[config.mk]
export PLATFORM = sky130hd
export DESIGN_NAME = shadow_update_ctrl
export DESIGN_NICKNAME = d
export VERILOG_FILES = /design/src/rtl/shadow_update_ctrl.sv
export SDC_FILE = /design/constraint.sdc
export NUM_CORES = 1
export LEC_CHECK = 0
export ABC_AREA = 0
export BUFFER_PORTS_ARGS = -buffer_cell sky130_fd_sc_hd__buf_2
export CELL_PAD_IN_SITES_DETAIL_PLACEMENT = 1
export CELL_PAD_IN_SITES_GLOBAL_PLACEMENT = 1
export CORE_AREA = 2 2 109 153
export DETAILED_ROUTE_END_ITERATION = 8
export DIE_AREA = 0 0 111 155
export GPL_TIMING_DRIVEN = 0
export PLACE_DENSITY_LB_ADDON = 0.1
export SETUP_SLACK_MARGIN = 0.1
export SLEW_MARGIN = 20
export SYNTH_ARGS = -nofsm -noshare
export SYNTH_HDL_FRONTEND = slang
export SYNTH_SLANG_ARGS = --single-unit
[constraint.sdc]
create_clock -name cfg_clk -period 6.07 [get_ports cfg_clk]
set_clock_uncertainty 0.2 [all_clocks]
set_input_delay 0.3035 -clock cfg_clk [delete_from_list [all_inputs] [get_ports cfg_clk]]
set_output_delay 0.3035 -clock cfg_clk [all_outputs]
set_load 0.1 [all_outputs]
[src/rtl/shadow_update_ctrl.sv]
// shadow_update_ctrl: arbitrates requesters onto the shadow bank, streams writes, applies and tracks sync/rollback.
// Define SHADOW_UPDATE_CTRL_PRIO_EN for fixed-priority arbitration (requester 0 highest) instead of round-robin.
module shadow_update_ctrl #(
    parameter int NUM_REQ      = 2,
    parameter int NUM_REGS     = 4,
    parameter int REG_WIDTH    = 32,
    parameter int IDX_W        = 3,
    parameter int ACC_WINDOW   = 4,
    parameter int SYNC_TIMEOUT = 256
) (
    input  logic                                cfg_clk,
    input  logic                                rst_n,
    input  logic [NUM_REQ-1:0]                  req_valid,
    input  logic [NUM_REQ-1:0][IDX_W-1:0]       req_idx,
    input  logic [NUM_REQ-1:0][REG_WIDTH-1:0]   req_data,
    input  logic [NUM_REQ-1:0]                  req_last,
    output logic [NUM_REQ-1:0]                  req_ready,
    output logic [NUM_REQ-1:0]                  req_done,
    output logic [NUM_REQ-1:0]                  req_err,
    output logic [NUM_REGS-1:0]                 wr_en,
    output logic [NUM_REGS-1:0][REG_WIDTH-1:0]  wr_data,
    output logic                                shadow_apply,
    output logic                                shadow_rollback,
    input  logic                                shadow_busy,
    output logic                                ctrl_busy
);
    localparam int GW = NUM_REQ > 1 ? $clog2(NUM_REQ) : 1;
    localparam int RW = NUM_REGS > 1 ? $clog2(NUM_REGS) : 1;
    localparam int CW = $clog2(SYNC_TIMEOUT + ACC_WINDOW + 1);

    typedef enum logic [2:0] {IDLE, WRITE, APPLY, WAIT_ACC, WAIT_SYNC, ROLLBACK, WAIT_RB, DONE} state_t;

    state_t             state;
    logic [GW-1:0]      g, ptr, pick;
    logic [CW-1:0]      cnt;
    logic               sticky, beat, bad;
    logic [NUM_REQ-1:0] g_oh;
    logic [RW-1:0]      widx;

    // Descending scan so the lowest offset from the start point wins.
    always_comb begin
        pick = '0;
`ifdef SHADOW_UPDATE_CTRL_PRIO_EN
        for (int i = NUM_REQ - 1; i >= 0; i--)
            if (req_valid[GW'(i)]) pick = GW'(i);
`else
        for (int i = NUM_REQ - 1; i >= 0; i--)
            if (req_valid[GW'((int'(ptr) + i) % NUM_REQ)]) pick = GW'((int'(ptr) + i) % NUM_REQ);
`endif
    end

    assign g_oh      = NUM_REQ'(1) << g;
    assign req_ready = state == WRITE ? g_oh : '0;
    assign beat      = state == WRITE && req_valid[g];
    assign bad       = 32'(req_idx[g]) >= NUM_REGS;
    assign widx      = req_idx[g][RW-1:0];
    assign ctrl_busy = state != IDLE;

    always_ff @(posedge cfg_clk or negedge rst_n) begin
        if (!rst_n) begin
            state           <= IDLE;
            g               <= '0;
            ptr             <= '0;
            cnt             <= '0;
            sticky          <= 1'b0;
            req_done        <= '0;
            req_err         <= '0;
            wr_en           <= '0;
            wr_data         <= '0;
            shadow_apply    <= 1'b0;
            shadow_rollback <= 1'b0;
        end else begin
            req_done        <= '0;
            req_err         <= '0;
            wr_en           <= '0;
            shadow_apply    <= 1'b0;
            shadow_rollback <= 1'b0;
            case (state)
                IDLE: if (|req_valid) begin
                    g     <= pick;
                    state <= WRITE;
                end
                WRITE: if (beat) begin
                    if (bad) sticky <= 1'b1;
                    else begin
                        wr_en         <= NUM_REGS'(1) << widx;
                        wr_data[widx] <= req_data[g];
                    end
                    if (req_last[g]) begin
                        if (bad || sticky) begin
                            req_done <= g_oh;
                            req_err  <= g_oh;
                            state    <= DONE;
                        end else state <= APPLY;
                    end
                end
                // Entered the cycle after the final wr_en, so apply never overlaps a write.
                APPLY: if (!shadow_busy) begin
                    shadow_apply <= 1'b1;
                    cnt          <= '0;
                    state        <= WAIT_ACC;
                end
                WAIT_ACC: if (shadow_busy) begin
                    cnt   <= '0;
                    state <= WAIT_SYNC;
                end else if (cnt == CW'(ACC_WINDOW)) begin
                    req_done <= g_oh;
                    req_err  <= g_oh;
                    state    <= DONE;
                end else cnt <= cnt + 1'b1;
                WAIT_SYNC: if (!shadow_busy) begin
                    req_done <= g_oh;
                    state    <= DONE;
                end else if (cnt == CW'(SYNC_TIMEOUT - 1)) begin
                    shadow_rollback <= 1'b1;
                    state           <= ROLLBACK;
                end else cnt <= cnt + 1'b1;
                ROLLBACK: state <= WAIT_RB;
                WAIT_RB: if (!shadow_busy) begin
                    req_done <= g_oh;
                    req_err  <= g_oh;
                    state    <= DONE;
                end
                DONE: begin
                    ptr    <= int'(g) == NUM_REQ - 1 ? '0 : g + 1'b1;
                    sticky <= 1'b0;
                    state  <= IDLE;
                end
                default: state <= IDLE;
            endcase
        end
    end
endmodule

==> impl_metrics.yaml, run 1 <==
synthesis:
  synth_cells: 459
  synth_ff_type: "dfrtp_1"
  synth.most_common_cell: "dfrtp_1"
  synth_edf_count: 0
  synth.avg_cell_area_um2: 14.49
  ys_seq_area_share_pct: 57.55
  synth_area_leaders: "dfrtp_1 58%, mux2_2 17%, mux2_4 6.8%, mux2_1 4.9%, buf_6 1.0%"
  synth_top_area_share_pct: 57.55
  netlist_area_um2: 6653
  synth_cell_type_count: 49
  netlist.top_cell.by_area: "dfrtp_1"
  yosys_warnings: 0
  syn_nets: 539
  synth_commonest_cells: "153 x dfrtp_1, 102 x mux2_2, 30 x mux2_4, 29 x mux2_1, 16 x nand2_1"
  synth-async-reset-ratio_pct: 100.0
  ys_ff_latch: 153
clock_network:
  insertion_delay_ps: 410
  clock-sinks: 153
  clockBufferDepth: 2
  cts_max_level: 4
  cts-root-buf: "clkbuf_16"
  clk_pin_slew_ps: 60
  cts_tree: "yes"
  postCtsSetupRepairBufs: 0
  cts_made_buffers: 17
detailed_routing:
  dr_wl_met3_um: 968
  dr.max_layer_used: "met4"
  first_pass_iters: 4
  dr.first_iter.drc_count: 158
  wire_per_inst_um: 19.19
  m1WireLength_um: 6993
  vias: 4686
  wl_met2_um: 9143
  routed_wl_um: 17480
  ant_nets: 0
  post-route-drc-count: 0
  vias_per_cell: 5.144
sta:
  tightest_slew_ps: 824.1
  drv_slew: 0
  setup_viol: 0
  final.min_clock_period_ps: 2600
  min_period_over_period_pct: 42.83
  tns_ps: 0
  rsz0062_at_grt: "false"
  fmax_ghz: 0.3846
  timing_hold_violations_final: 0
  relSlewSlack_pct: 44.94
die:
  dieArea_um2: 17210
  initial_core_util_pct: 41.85
  core_area_um2: 15900
  row_count: 55
  die_y_um: 155
  io_pins: 218
  die_width_um: 111
cells_and_area:
  finalNonFillerCells: 911
  fillers: 1643
  num-nets-final: 779
  diodes: 0
  areaGrowthSynthToFinish_pct: 30.02
  drive_above_1_share_pct: 55.90
worst_hold_path:
  min-delay-start: "req_data[37]"
  holdPathStages: 3
  worst_hold_path.endpoint: "wr_data[37]$_DFFE_PN0P_"
  hold_class: "primary input to flop"
worst_setup_path:
  slowest_stage: "a22oi_1"
  r2r_cells: 8
  cp.required_ps: 6190
  crit_family: "compound AO/OA/AOI/OAI gates"
  worstPathCellList: "ha_1, nand3_1, nor3_1, ha_1, inv_1, a22oi_1, nand2_1, o211ai_1"
  cpMostUsedCell: "ha_1"
  arrival_ps: 2720
  slowest_delay_ps: 580
  r2r_end: "cnt[7]$_DFFE_PN0P_"
  worst-setup-path-type: "flop to flop"
  critPathBufInv: 1
  r2r_setup_slack_ps: 3470
  critPathLaunchType: "flop"
  r2r-start: "cnt[0]$_DFFE_PN0P_"
  cp-end-kind: "flop"
  worstPathMaxFanout: 7
global_routing:
  antenna_found_initial: 0
  grt_pass1_wl_um: 28220
  grtUsageTotal_pct: 20.92
  grt_pass1_vias: 5244
  grt_overflow: 0
  grt_start_max_net_pins: 85
placement:
  port_buffers: 217
  hpwl_um: 12600
  dp_cells: 876
  gp_congestion: 0.7573
run_status:
  status: "complete, no violations"
flow_run:
  cap_violations: 0
==> logic make-up (layout without fill, tap and decap cells) <==
family | count (synthesis) | in the layout | share of synthesized area, %
mux | 164 | 164 | 29.40
simple gates | 62 | 62 | 5.173
buf+inv | 33 | 286 | 2.821
compound gates | 44 | 44 | 4.495
fa+ha+maj | 3 | 3 | 0.5643
flops | 153 | 153 | 57.55
==> registers in the layout, indices dropped and copies added (netlist names) <==
name and flops:
wr_data 128, cnt 9, wr_en 4, state 3, req_done 2, req_err 2, g 1, ptr 1
shadow_apply 1, shadow_rollback 1, sticky 1
==> worst max-delay path by stage <==
stage,startpoint,to,slack (ps),cells after the start
floorplan,state[2]$_DFFE_PN0P_,req_ready[0],3460,2
global placement,rst_n,wr_en[0]$_DFF_PN0_,2260,1
detailed placement,cnt[0]$_DFFE_PN0P_,cnt[7]$_DFFE_PN0P_,3480,8
CTS,cnt[0]$_DFFE_PN0P_,cnt[7]$_DFFE_PN0P_,3450,8
global route,cnt[0]$_DFFE_PN0P_,cnt[5]$_DFFE_PN0P_,3210,8
finish,cnt[0]$_DFFE_PN0P_,cnt[7]$_DFFE_PN0P_,3470,8
==> metal layers <==
metal,vias up,track usage [%]
li1,2129,-
met1,2384,23.99
met2,149,37.34
met3,24,5.532
met4,0,8.155
met5,-,0
==> layout make-up <==
type | instances | area, µm² | share of cell area, %
flip-flops and latches | 153 | 3829 | 44.26
multi-input cells | 273 | 2636 | 30.48
repair buffers | 221 | 1154 | 13.34
clock buffers | 21 | 460.4 | 5.323
well taps | 199 | 249.0 | 2.879
plain buffers | 22 | 146.4 | 1.692
clock inverters | 11 | 133.9 | 1.548
inverters | 11 | 41.29 | 0.4774
==> worst register-to-register path, delay by kind of cell, from the launching register on <==
kind / cells / cell delay, ps
AOI/OAI and AO/OA: 2 / 700
adders and majority gates: 2 / 470
buffers and inverters: 1 / 100
DFF: 1 / 440
and+or+nand+nor: 3 / 620
==> layout by cell type, fill, tap and decap left out, drive strengths merged, types with 8 or more instances in the layout <==
cell and count:
o21ai 9, clkbuf 27, mux2 161, dfrtp 153
nor2 8, inv 16, buf 234, a21oi 9
nand2 17, nand3 10
==> what timing repair did <==
item                                   4_1_cts  5_1_grt
endpoints found under the hold margin       85        0
gates resized for setup                      0        0
hold buffers                                 3        0
==> through the flow <==
stage               setup slack, ps  area [µm²]  hold WS (ps)  utilization, %
detailed placement             3479        8025         143.8           50.48
global route                   3208        8650         92.38           54.41
global placement               2262        7988         265.3           50.25
finish                         3470        8650         82.29           54.41
floorplan                      3462        6653        -192.1               -
CTS                            3446        8650         65.26           54.41
Power of run 1 is left out: the tool's default activity adds up to more than one toggle a clock period on the data nets, which glitch-free logic cannot reach.
==> run 2: changes to the inputs <==
Settings changed: CORE_AREA 2 2 109 153 to 2 2 118 166, DIE_AREA 0 0 111 155 to 0 0 120 168.
Clock period 6.07 ns to 2.3 ns, I/O delays scaled along.
==> impl_metrics.yaml, run 2 (synthesis gave the netlist of run 1 again) <==
sta:
  relSlewSlack_pct: 53.87
  tightest_slew_ps: 692.0
  holdWs_ps: 23.12
  rsz0062_at_grt: "true"
  final.min_clock_period_ps: 2258
  min_period_over_period_pct: 98.19
  setup_viol: 0
  drv_slew: 0
  timing_hold_violations_final: 0
  fmax_ghz: 0.4428
worst_setup_path:
  worst-setup-path-type: "flop to flop"
  slowest_stage: "dfrtp_1"
  slowest_delay_ps: 380
  critPathLaunchType: "flop"
  cp-end-kind: "flop"
  cp.required_ps: 2410
  arrival_ps: 2370
  cpMostUsedCell: "buf_6"
  worstPathMaxFanout: 10
  worstPathCellList: "buf_6, mux2_4, nor3_4, and3b_1, buf_6, buf_12, mux2_2"
detailed_routing:
  wire_per_inst_um: 18.72
  post-route-drc-count: 0
  vias: 5102
  first_pass_iters: 4
  vias_per_cell: 4.859
  dr.first_iter.drc_count: 148
  routed_wl_um: 19660
  ant_nets: 0
cells_and_area:
  diodes: 0
  fin_util_pct: 52.60
  final_common_cell: "buf_2"
  drive_above_1_share_pct: 55.86
  largest_reg_flops: 128
  fillers: 1934
  final_cell_mix: "213 x buf_2, 152 x dfrtp_1, 91 x mux2_2"
  largest_registers: "wr_data x128, cnt x9, wr_en x4"
  regMostFlops: "wr_data"
  num-nets-final: 869
  register_area_um2: 3830
  areaGrowthSynthToFinish_pct: 48.99
  multi_input_area_um2: 2828
clock_network:
  cts_made_buffers: 17
  cts-root-buf: "clkbuf_16"
  cts_tree: "yes"
  clockBufferDepth: 2
  clock-sinks: 153
  cts_max_level: 4
  insertion_delay_ps: 420
  clk_pin_slew_ps: 70
global_routing:
  antenna_found_initial: 0
  grt_start_max_net_pins: 82
  grt_overflow: 0
  grtUsageTotal_pct: 19.68
  grt_pass1_wl_um: 30570
  grt_pass1_vias: 5681
worst_hold_path:
  hold_class: "primary input to asynchronous set/reset pin"
placement:
  port_buffers: 217
  hpwl_um: 13110
  gp_congestion: 0.7786
run_status:
  status: "complete, no violations"
die:
  die_y_um: 168
  row_count: 60
  io_pins: 218
  die_width_um: 120
  dieArea_um2: 20160
  core_area_um2: 18840
  initial_core_util_pct: 35.31
flow_run:
  cap_violations: 0
run 2: worst paths after layout:
kind                                 startpoint                      end  slack (ps)  cells past startpoint
worst min register to register  ptr$_DFFE_PN0P_          ptr$_DFFE_PN0P_         280                      2
worst max register to register    g$_DFFE_PN0P_  wr_data[70]$_DFFE_PN0P_          40                      7
worst max-delay path              g$_DFFE_PN0P_  wr_data[70]$_DFFE_PN0P_          40                      7
worst min-delay path                      rst_n  wr_data[99]$_DFFE_PN0P_          20                      2
max in group asynchronous                 rst_n  wr_data[13]$_DFFE_PN0P_        1080                      3
min in group cfg_clk                 req_idx[2]       sticky$_DFFE_PN0P_          60                      4
run 2: metal layers:
| layer | up-vias | track usage, % | part of all wire [%] |
|---|---|---|---|
| met3 | 21 | 5.725 | 5.5 |
| met5 | - | 0 | 0 |
| met4 | 0 | 6.854 | 1.8 |
| li1 | 2314 | - | - |
| met1 | 2613 | 21.77 | 39 |
| met2 | 154 | 35.62 | 54 |
run 2: repair_timing:
action	in CTS	in global routing
setup buffers	15	6
pin swaps	4	2
setup endpoints to repair	144	138
endpoints found under the hold margin	291	0
cloned	0	2
gates resized for setup	48	33
hold buffers	70	0
run 2: cell type report:
class	instances	area share, %
Inverter	11	0.4166
Clock inverter	14	1.490
Sequential cell	153	38.64
Multi-Input combinational cell	273	28.53
Buffer	22	2.512
Tap cell	248	3.131
Timing Repair Buffer	311	20.85
Clock buffer	18	4.431
run 2: critical path: cells and delay by family (launching register included):
family,cells,cell delay (ps)
muxes,2,690
buffers and inverters,3,450
and+or+nand+nor,2,410
DFF,1,380
run 2: metrics by stage:
stage                     setup TNS, ps  cell area (µm²)  cells  worst slack [ps]
final                                 0             9912   1050             41.68
after global routing             -372.4             9912   1050            -21.28
after CTS                             0             9683   1042             36.48
after detailed placement         -21970             8089    925            -286.3
after global placement          -227030             8051    924             -1390
after floorplan                       0             6655    459             108.3
Power of run 2 is left out for the same reason.
==> run 3: changes to the inputs <==
Settings changed: CORE_AREA 2 2 118 166 to 2 2 147 134, DIE_AREA 0 0 120 168 to 0 0 149 136, MAX_ROUTING_LAYER set to met4.
==> impl_metrics.yaml, run 3 (synthesis gave the netlist of run 1 again) <==
run_status:
  status: "complete, no violations"
worst_setup_path:
  critPathLaunchType: "flop"
  arrival_ps: 2380
  startpoint: "g$_DFFE_PN0P_"
  worstPathMaxFanout: 8
  r2r_cells: 7
  cp.required_ps: 2400
  r2r-start: "g$_DFFE_PN0P_"
  worst-setup-path-type: "flop to flop"
  cp-end-kind: "flop"
sta:
  timing_hold_violations_final: 0
  drv_slew: 0
  setup_viol: 0
  min_period_over_period_pct: 98.93
  rsz0062_at_grt: "true"
  final.min_clock_period_ps: 2275
  fmax_ghz: 0.4395
  relSlewSlack_pct: 37.50
  tns_ps: 0
  tightest_slew_ps: 935.5
clock_network:
  cts_made_buffers: 17
  cts-root-buf: "clkbuf_16"
  cts_max_level: 4
  cts_tree: "yes"
  clk_pin_slew_ps: 60
  clockBufferDepth: 2
  clock-sinks: 153
  insertion_delay_ps: 420
detailed_routing:
  post-route-drc-count: 0
  ant_nets: 0
  vias: 5093
  wire_per_inst_um: 19.48
  routed_wl_um: 20460
  dr.first_iter.drc_count: 121
  vias_per_cell: 4.850
  first_pass_iters: 4
global_routing:
  grt_overflow: 0
  antenna_found_initial: 0
  grtUsageTotal_pct: 20.47
  grt_pass1_wl_um: 30750
  grt_pass1_vias: 5589
  grt_start_max_net_pins: 83
cells_and_area:
  final_common_cell: "buf_2"
  drive_above_1_share_pct: 58.13
  largest_reg_flops: 128
  areaGrowthSynthToFinish_pct: 53.06
  largest_registers: "wr_data x128, cnt x9, wr_en x4"
  diodes: 0
  num-nets-final: 867
  fillers: 1958
  register_area_um2: 3834
  multi_input_area_um2: 3017
  regMostFlops: "wr_data"
  final_cell_mix: "214 x buf_2, 149 x dfrtp_1, 93 x mux2_4"
placement:
  hpwl_um: 13130
  port_buffers: 217
  gp_congestion: 0.7796
die:
  io_pins: 218
  core_area_um2: 18860
  row_count: 48
  die_width_um: 149
  die_y_um: 136
  dieArea_um2: 20260
  initial_core_util_pct: 35.28
flow_run:
  cap_violations: 0
worst_hold_path:
  hold_class: "primary input to asynchronous set/reset pin"
run 3: changes by cell type in the layout (fill, tap and decap cells not counted), sizes merged:
cell | before | now
bufinv | 1 | 2
dlygate4sd3 | 70 | 69
clkbuf | 26 | 28
clkinv | 3 | 1
inv | 21 | 18
clkdlybuf4s15 | 1 | 0
clkinvlp | 0 | 3
buf | 254 | 253
run 3: final cells by class:
type / instances / share of cell area [%]
Multi-Input combinational cell: 273 / 29.63
Clock inverter: 13 / 1.548
Sequential cell: 153 / 37.65
Timing Repair Buffer: 309 / 20.42
Clock buffer: 19 / 4.252
Tap cell: 250 / 3.072
Inverter: 11 / 0.4055
Buffer: 22 / 3.023
run 3: repair_timing:
| item | CTS | global route |
|---|---|---|
| pin swaps | 3 | 3 |
| setup endpoints to repair | 142 | 144 |
| cloned | 1 | 4 |
| hold buffers | 69 | 0 |
| endpoints found under the hold margin | 289 | 0 |
| setup buffers | 12 | 5 |
| resized for setup | 58 | 90 |
run 3: critical path, cell delays in order (launching register included):
cell and delay, ps:
dfrtp_1 390, buf_6 140, mux2_4 340, nor3_4 230, and3b_2 230, buf_12 160, clkbuf_16 170, mux2_4 300
run 3: final timing paths:
check	slack, ps	to
worst max-delay path	20	wr_data[76]$_DFFE_PN0P_
worst min-delay path	30	cnt[4]$_DFFE_PN0P_
worst max register to register	20	wr_data[76]$_DFFE_PN0P_
worst min register to register	290	wr_data[47]$_DFFE_PN0P_
max in group asynchronous	1050	sticky$_DFFE_PN0P_
min in group cfg_clk	50	sticky$_DFFE_PN0P_
run 3: layer usage:
| metal | routed length (µm) | vias up | track usage [%] |
|---|---|---|---|
| met2 | 10290 | 141 | 34.28 |
| li1 | - | 2314 | - |
| met5 | 0 | - | - |
| met4 | 408 | 0 | 6.138 |
| met3 | 1109 | 26 | 5.906 |
| met1 | 8646 | 2612 | 24.01 |
run 3: stage by stage:
stage / worst slack (ps) / utilization (%) / cell area [µm²] / hold WS [ps] / instances
after CTS: 24.85 / 51.54 / 9719 / 21.25 / 1041
after floorplan: 108.3 / - / 6655 / -380.6 / 459
after detailed placement: -307.1 / 42.91 / 8092 / -86.92 / 927
final: 24.55 / 53.99 / 10180 / 31.96 / 1050
after global routing: -34.08 / 53.99 / 10180 / 62.09 / 1050
after global placement: -1381 / 42.71 / 8054 / 207.4 / 926
Power of run 3 is left out for the same reason.
